==> src/rtl/fht_pkg.sv <==
// fht_pkg: values shared by the FHT front-end blocks.
//   A_BIT / N_BIT / D_BIT : default bank address width, log2(frame length), sample width
//   loader_state_t        : input loader FSM states
//   bitrev()              : N_BIT-wide bit reversal of a sample index
package fht_pkg;

  localparam int A_BIT = 8;
  localparam int N_BIT = 10;
  localparam int D_BIT = 16;

  typedef enum logic [2:0] {
    WAIT_DONE,
    LOAD,
    FLUSH,
    START,
    WAIT_ACK
  } loader_state_t;

  function automatic logic [N_BIT-1:0] bitrev(input logic [N_BIT-1:0] n);
    logic [N_BIT-1:0] r;
    for (int i = 0; i < N_BIT; i++) begin
      r[i] = n[N_BIT-1-i];
    end
    return r;
  endfunction

endpackage

==> src/rtl/fht_bitrev_addr.sv <==
// fht_bitrev_addr: maps a natural-order sample index to its bit-reversed
// storage location, split into a one-hot bank select and a bank address.
//   i_idx  in   N_BIT   natural-order sample index
//   o_we   out  4       one-hot bank select, bit b = bank b (low two reversed bits)
//   o_addr out  A_BIT   word address inside the bank (upper reversed bits)
module fht_bitrev_addr #(
  parameter int N_BIT = 10,
  parameter int A_BIT = 8
) (
  input  logic [N_BIT-1:0] i_idx,
  output logic [3:0]       o_we,
  output logic [A_BIT-1:0] o_addr
);

  logic [N_BIT-1:0] w_rev;

  for (genvar gi = 0; gi < N_BIT; gi++) begin : g_rev
    assign w_rev[gi] = i_idx[N_BIT-1-gi];
  end

  assign o_we   = 4'b0001 << w_rev[1:0];
  assign o_addr = w_rev[N_BIT-1:2];

endmodule

==> src/rtl/fht_input_loader.sv <==
// fht_input_loader: accepts one frame of 2**N_BIT samples over valid/ready,
// writes them bit-reversed into four RAM banks and then pulses start to the
// FHT control. Input is held off until the core reports idle again.
//   iCLK      in   1      clock
//   iRESET    in   1      asynchronous reset, active low
//   iCLR      in   1      synchronous abort of the current frame
//   iDATA     in   D_BIT  input sample
//   iVALID    in   1      iDATA valid
//   oREADY    out  1      sample accepted this cycle when iVALID is high
//   iFHT_RDY  in   1      FHT control idle flag
//   oSTART    out  1      one-cycle start pulse
//   oWE       out  4      one-hot bank write enable
//   oADDR_WR  out  A_BIT  bank write address
//   oDATA_WR  out  D_BIT  bank write data
//   oBUSY     out  1      high whenever the loader is not accepting samples
module fht_input_loader #(
  parameter int A_BIT = fht_pkg::A_BIT,
  parameter int N_BIT = fht_pkg::N_BIT,
  parameter int D_BIT = fht_pkg::D_BIT
) (
  input  logic             iCLK,
  input  logic             iRESET,
  input  logic             iCLR,
  input  logic [D_BIT-1:0] iDATA,
  input  logic             iVALID,
  output logic             oREADY,
  input  logic             iFHT_RDY,
  output logic             oSTART,
  output logic [3:0]       oWE,
  output logic [A_BIT-1:0] oADDR_WR,
  output logic [D_BIT-1:0] oDATA_WR,
  output logic             oBUSY
);

  import fht_pkg::*;

  loader_state_t    r_state;
  loader_state_t    w_state_next;
  logic [N_BIT-1:0] r_cnt;
  logic             r_ready;
  logic             r_busy;
  logic             r_start;
  logic [3:0]       r_we;
  logic [A_BIT-1:0] r_addr;
  logic [D_BIT-1:0] r_data;

  logic             w_xfer;
  logic             w_write;
  logic [3:0]       w_bank_we;
  logic [A_BIT-1:0] w_bank_addr;

  // r_ready mirrors (r_state == LOAD), so it doubles as the accept qualifier
  assign w_xfer  = iVALID & r_ready;
  // an abort on the accepting edge cancels that sample's write
  assign w_write = w_xfer & ~iCLR;

  fht_bitrev_addr #(
    .N_BIT (N_BIT),
    .A_BIT (A_BIT)
  ) u_bitrev_addr (
    .i_idx  (r_cnt),
    .o_we   (w_bank_we),
    .o_addr (w_bank_addr)
  );

  always_comb begin
    w_state_next = r_state;
    if (iCLR) begin
      w_state_next = WAIT_DONE;
    end else begin
      case (r_state)
        WAIT_DONE: if (iFHT_RDY) w_state_next = LOAD;
        LOAD:      if (w_xfer && (&r_cnt)) w_state_next = FLUSH;
        FLUSH:     w_state_next = START;
        START:     w_state_next = WAIT_ACK;
        WAIT_ACK:  if (!iFHT_RDY) w_state_next = WAIT_DONE;
        default:   w_state_next = WAIT_DONE;
      endcase
    end
  end

  always_ff @(posedge iCLK or negedge iRESET) begin
    if (!iRESET) begin
      r_state <= WAIT_DONE;
      r_cnt   <= '0;
      r_ready <= 1'b0;
      r_busy  <= 1'b1;
      r_start <= 1'b0;
      r_we    <= 4'b0000;
      r_addr  <= '0;
      r_data  <= '0;
    end else begin
      r_state <= w_state_next;
      // flag outputs are registered decodes of the next state
      r_ready <= (w_state_next == LOAD);
      r_busy  <= (w_state_next != LOAD);
      r_start <= (w_state_next == START);
      r_we    <= w_write ? w_bank_we : 4'b0000;
      if (w_write) begin
        r_addr <= w_bank_addr;
        r_data <= iDATA;
      end
      // counter is exactly N_BIT wide, so N-1 wraps to 0 at frame end
      if (iCLR) begin
        r_cnt <= '0;
      end else if (w_xfer) begin
        r_cnt <= r_cnt + 1'b1;
      end
    end
  end

  assign oREADY   = r_ready;
  assign oBUSY    = r_busy;
  assign oSTART   = r_start;
  assign oWE      = r_we;
  assign oADDR_WR = r_addr;
  assign oDATA_WR = r_data;

endmodule

==> config.mk <==
export PLATFORM = sky130hd
export DESIGN_NAME = fht_input_loader
export DESIGN_NICKNAME = d
export VERILOG_FILES = /design/src/rtl/fht_pkg.sv /design/src/rtl/fht_bitrev_addr.sv /design/src/rtl/fht_input_loader.sv
export SDC_FILE = /design/constraint.sdc
export NUM_CORES = 1
export LEC_CHECK = 0
export BUFFER_PORTS_ARGS = -buffer_cell sky130_fd_sc_hd__buf_2
export CAP_MARGIN = 20
export CORE_AREA = 2 2 66 68
export DETAILED_ROUTE_END_ITERATION = 10
export DIE_AREA = 0 0 68 70
export PLACE_DENSITY = 0.73
export SLEW_MARGIN = 20
export SYNTH_ARGS = -nofsm -noshare
export SYNTH_HDL_FRONTEND = slang
export SYNTH_SLANG_ARGS = --single-unit
==> constraint.sdc <==
create_clock -name iCLK -period 1.5 [get_ports iCLK]
set_input_delay 0.075 -clock iCLK [delete_from_list [all_inputs] [get_ports iCLK]]
set_output_delay 0.075 -clock iCLK [all_outputs]
set_load 0.005 [all_outputs]
==> run summary <==
================================================================================
1st-iter DRT viols                                                            53
CTS tree                                                                    done
Max-cap violations                                                             0
Clock-pin transition on the worst setup and hold timing paths            0.08 ns
Count of vias placed by the detailed router                                 1293
Worst-case setup margin in the final layout                            0.0661 ns
Post-Synthesis Net Count                                                     161
Global-route track usage on met1                                           20.6%
VDD IR-drop max                                                       0.000533 V
Yosys top cell by area                                              sky130_fd_sc_hd__dfrtp_1
Async set-reset flop share out of synthesis                                 100%
Setup repair after global routing missed its margin                         true
Placeable Area                                                      0.00414 sq mm
Worst stage delay on the critical path                                   0.42 ns
Final min period                                                         1.43 ns
Clk sinks                                                                     44
Placed wire-length estimate after detailed placement                     2350 um
Layout Cells excl Fill                                                       253
Path class of the lowest-slack min-delay path                       primary input to flip-flop
Top cells by instance count after synthesis                         sky130_fd_sc_hd__dfrtp_1 (43), sky130_fd_sc_hd__mux2_2 (22), sky130_fd_sc_hd__a21oi_1 (10)
Most repeated cell in the gate-level netlist after synthesis        sky130_fd_sc_hd__dfrtp_1
Global-route congestion overflow total                                         0
FMAX                                                                     697 MHz
Fraction of synthesized cell area taken by the top area cell type          59.5%
Cell row count                                                                24
Seq/Total Area, Yosys                                                      61.0%
Die area                                                            0.00476 sq mm
Global routing met2 resource utilization                                   22.4%
Post-CTS Setup Bufs                                                            0
Initial Util                                                               43.6%
Sum of buffers and inverters on the critical path                              1
Avg Vias per Cell                                                           5.11
Detailed-routing iteration count for the pre-antenna-repair pass               4
Endpoints failing setup                                                        0
CP Data Arrival Time                                                     1.60 ns
Fill cells                                                                   370
Deepest clock path buffer count                                                2
Busiest layer in global routing                                             met2
Buffers on Ports                                                              51
Inserted Diodes                                                                0
Cell family contributing the most delay on the critical path          flip-flops
CTS Buf Count                                                                  5
Slew at the pin closest to its max-slew limit                           0.469 ns
Share of the cycle needed by the critical path after routing               95.6%
Power density over the cells                                        1140 mW/mm^2
Largest cells by area after synthesis                               sky130_fd_sc_hd__dfrtp_1 (60%), sky130_fd_sc_hd__mux2_2 (14%), sky130_fd_sc_hd__a21oi_1 (2.8%), sky130_fd_sc_hd__or4_1 (2.1%), sky130_fd_sc_hd__o21ai_0 (1.9%)
Max-slew headroom at the worst pin                                         68.7%
Insertion delay of the later-clocked pin in the worst-skew pair          0.29 ns
Number of primary I/O pins                                                    52
Final count of hold timing violations                                          0
Total area of multi-input combinational cells                          664 sq um
Minimum setup slack after placement                                    0.0276 ns
Cell variety after synth                                                      34
Synthesis-to-layout area growth                                            28.1%
Maximum number of pins on one net before global-route repair                  26
Synthesized cell area                                               0.00181 sq mm
Via count of the first global-routing pass                                  1192
Routed wirelength normalized by instance count                           13.1 um
First-pass GRT wire length                                               5470 um
Fraction of final layout cells with drive strength greater than 1          49.3%
Cell chain of the critical path                                     ha_2 -> nand3_4 -> nor4_1 -> buf_4 -> a2111oi_1
Dominant synthesized flop cell                                      sky130_fd_sc_hd__dfrtp_1
Chip height                                                                70 um
Number of register bits inferred by synthesis                                 44
Static power due to leakage                                              1.09 nW
Final-stage net count                                                        222
Yosys warns                                                                    0
Worst setup skew after layout                                         0.00415 ns
Mean area per synthesized cell                                        13.0 sq um
Width of the die                                                           68 um
Global placement routability congestion                                    0.762
CTS Root Buffer Type                                                sky130_fd_sc_hd__clkbuf_8
GRT Resource Usage Total                                                   15.2%
Req. time, crit path                                                     1.67 ns
Depth of the CTS H-tree                                                        2
Global-route track usage on met3                                           4.83%
Sequential cell area                                                0.00110 sq mm
Antenna violations before repair                                               0
Dpl cells                                                                    242
Syn Inst Count                                                               139
Slowest stage cell on the critical path                             sky130_fd_sc_hd__dfrtp_1
DR DRC count                                                                   0
Final wirelength                                                         3310 um
Critical-path maximum fanout                                                   7
Critical path type                                                  flip-flop to flip-flop
Final hold slack                                                       0.0124 ns
Crit start category                                                    flip-flop
Core occupancy in the finished layout                                      55.9%
DRT antenna net count                                                          0
Status                                                              finished, final reports clean
Critical Path Sink Type                                                flip-flop
Pins over their slew limit                                                     0
Post-synth EDFFs                                                               0
================================================================================
registers in the layout (all words and copies together) (netlist names):
name      cells
oDATA_WR     16
r_cnt        10
oADDR_WR      8
oWE           4
r_state       3
oBUSY         1
oREADY        1
oSTART        1
power breakdown:
part           switching, mW  internal, mW  total [mW]  leakage [nW]
Combinational          0.146         0.213       0.359         0.458
Sequential            0.0602          1.31        1.37         0.574
Clock                  0.405         0.501       0.906        0.0583
Total                  0.611          2.03        2.64          1.09
cell usage in the layout, fill, tap and decap left out, types with 2 or more instances in the layout:
cell type / Yosys / routed
sky130_fd_sc_hd__and3_1: 2 / 2
sky130_fd_sc_hd__dlygate4sd3_1: 0 / 3
sky130_fd_sc_hd__or3_2: 2 / 2
sky130_fd_sc_hd__nand4_1: 2 / 2
sky130_fd_sc_hd__mux2_2: 22 / 22
sky130_fd_sc_hd__o21ai_0: 7 / 7
sky130_fd_sc_hd__clkbuf_8: 0 / 5
sky130_fd_sc_hd__nor3_1: 2 / 2
sky130_fd_sc_hd__clkinv_4: 0 / 2
sky130_fd_sc_hd__or4_1: 5 / 4
sky130_fd_sc_hd__nand3_1: 3 / 3
sky130_fd_sc_hd__buf_4: 1 / 4
sky130_fd_sc_hd__o31ai_1: 4 / 4
sky130_fd_sc_hd__buf_12: 0 / 2
sky130_fd_sc_hd__a21oi_1: 10 / 9
sky130_fd_sc_hd__inv_1: 3 / 3
sky130_fd_sc_hd__nor2_1: 6 / 6
sky130_fd_sc_hd__buf_2: 0 / 51
sky130_fd_sc_hd__nand3b_1: 2 / 2
sky130_fd_sc_hd__dfrtp_1: 43 / 42
sky130_fd_sc_hd__nand2_1: 3 / 3
cell families (layout without fill, tap and decap cells):
| logic type | Yosys count | in the layout | synth area share [%] |
|---|---|---|---|
| compound gates | 24 | 24 | 7.96 |
| flops | 44 | 44 | 61.0 |
| buf+inv | 9 | 71 | 3.32 |
| mux | 22 | 22 | 13.7 |
| fa+ha+maj | 1 | 1 | 0.692 |
| xor+xnor | 2 | 2 | 0.969 |
| simple gates | 37 | 37 | 12.4 |
timing repair:
item,4_1_cts,5_1_grt
resized for setup,0,6
endpoints found under the setup margin,0,5
hold endpoints to repair,18,2
hold buffers,1,2
worst paths after layout:
kind	from	to	slack [ns]	cells past startpoint
worst min-delay path	iDATA[1]	oDATA_WR[1]	0.01	2
min in group asynchronous	iRESET	oDATA_WR[11]	0.27	2
worst max-delay path	r_cnt[1]	oREADY	0.07	5
max in group asynchronous	iRESET	oWE[3]	0.75	3
worst max register to register	r_cnt[1]	oREADY	0.07	5
worst min register to register	oDATA_WR[13]	oDATA_WR[13]	0.50	1
layer usage:
metal	vias to the layer above	wire length, um
met5	-	0
li1	631	-
met1	610	1570
met2	46	1450
met4	0	55
met3	6	239
stage by stage:
step                      setup TNS, ns  total power [mW]  instance area [sq um]
after global routing            -0.0111              2.79                   2320
after global placement                0              1.74                   2150
after CTS                             0              2.67                   2280
after floorplan                       0              1.56                   1810
after detailed placement              0              1.76                   2150
final                                 0              2.64                   2320
final cells by class:
type,count,area share [%]
Clock buffer,5,2.97
Timing Repair Buffer,60,15.3
Sequential cell,44,47.7
Inverter,3,0.486
Multi-Input combinational cell,86,28.7
Tap cell,52,2.81
Clock inverter,3,2.05
No activity file was read; power rests on OpenSTA's default activity.
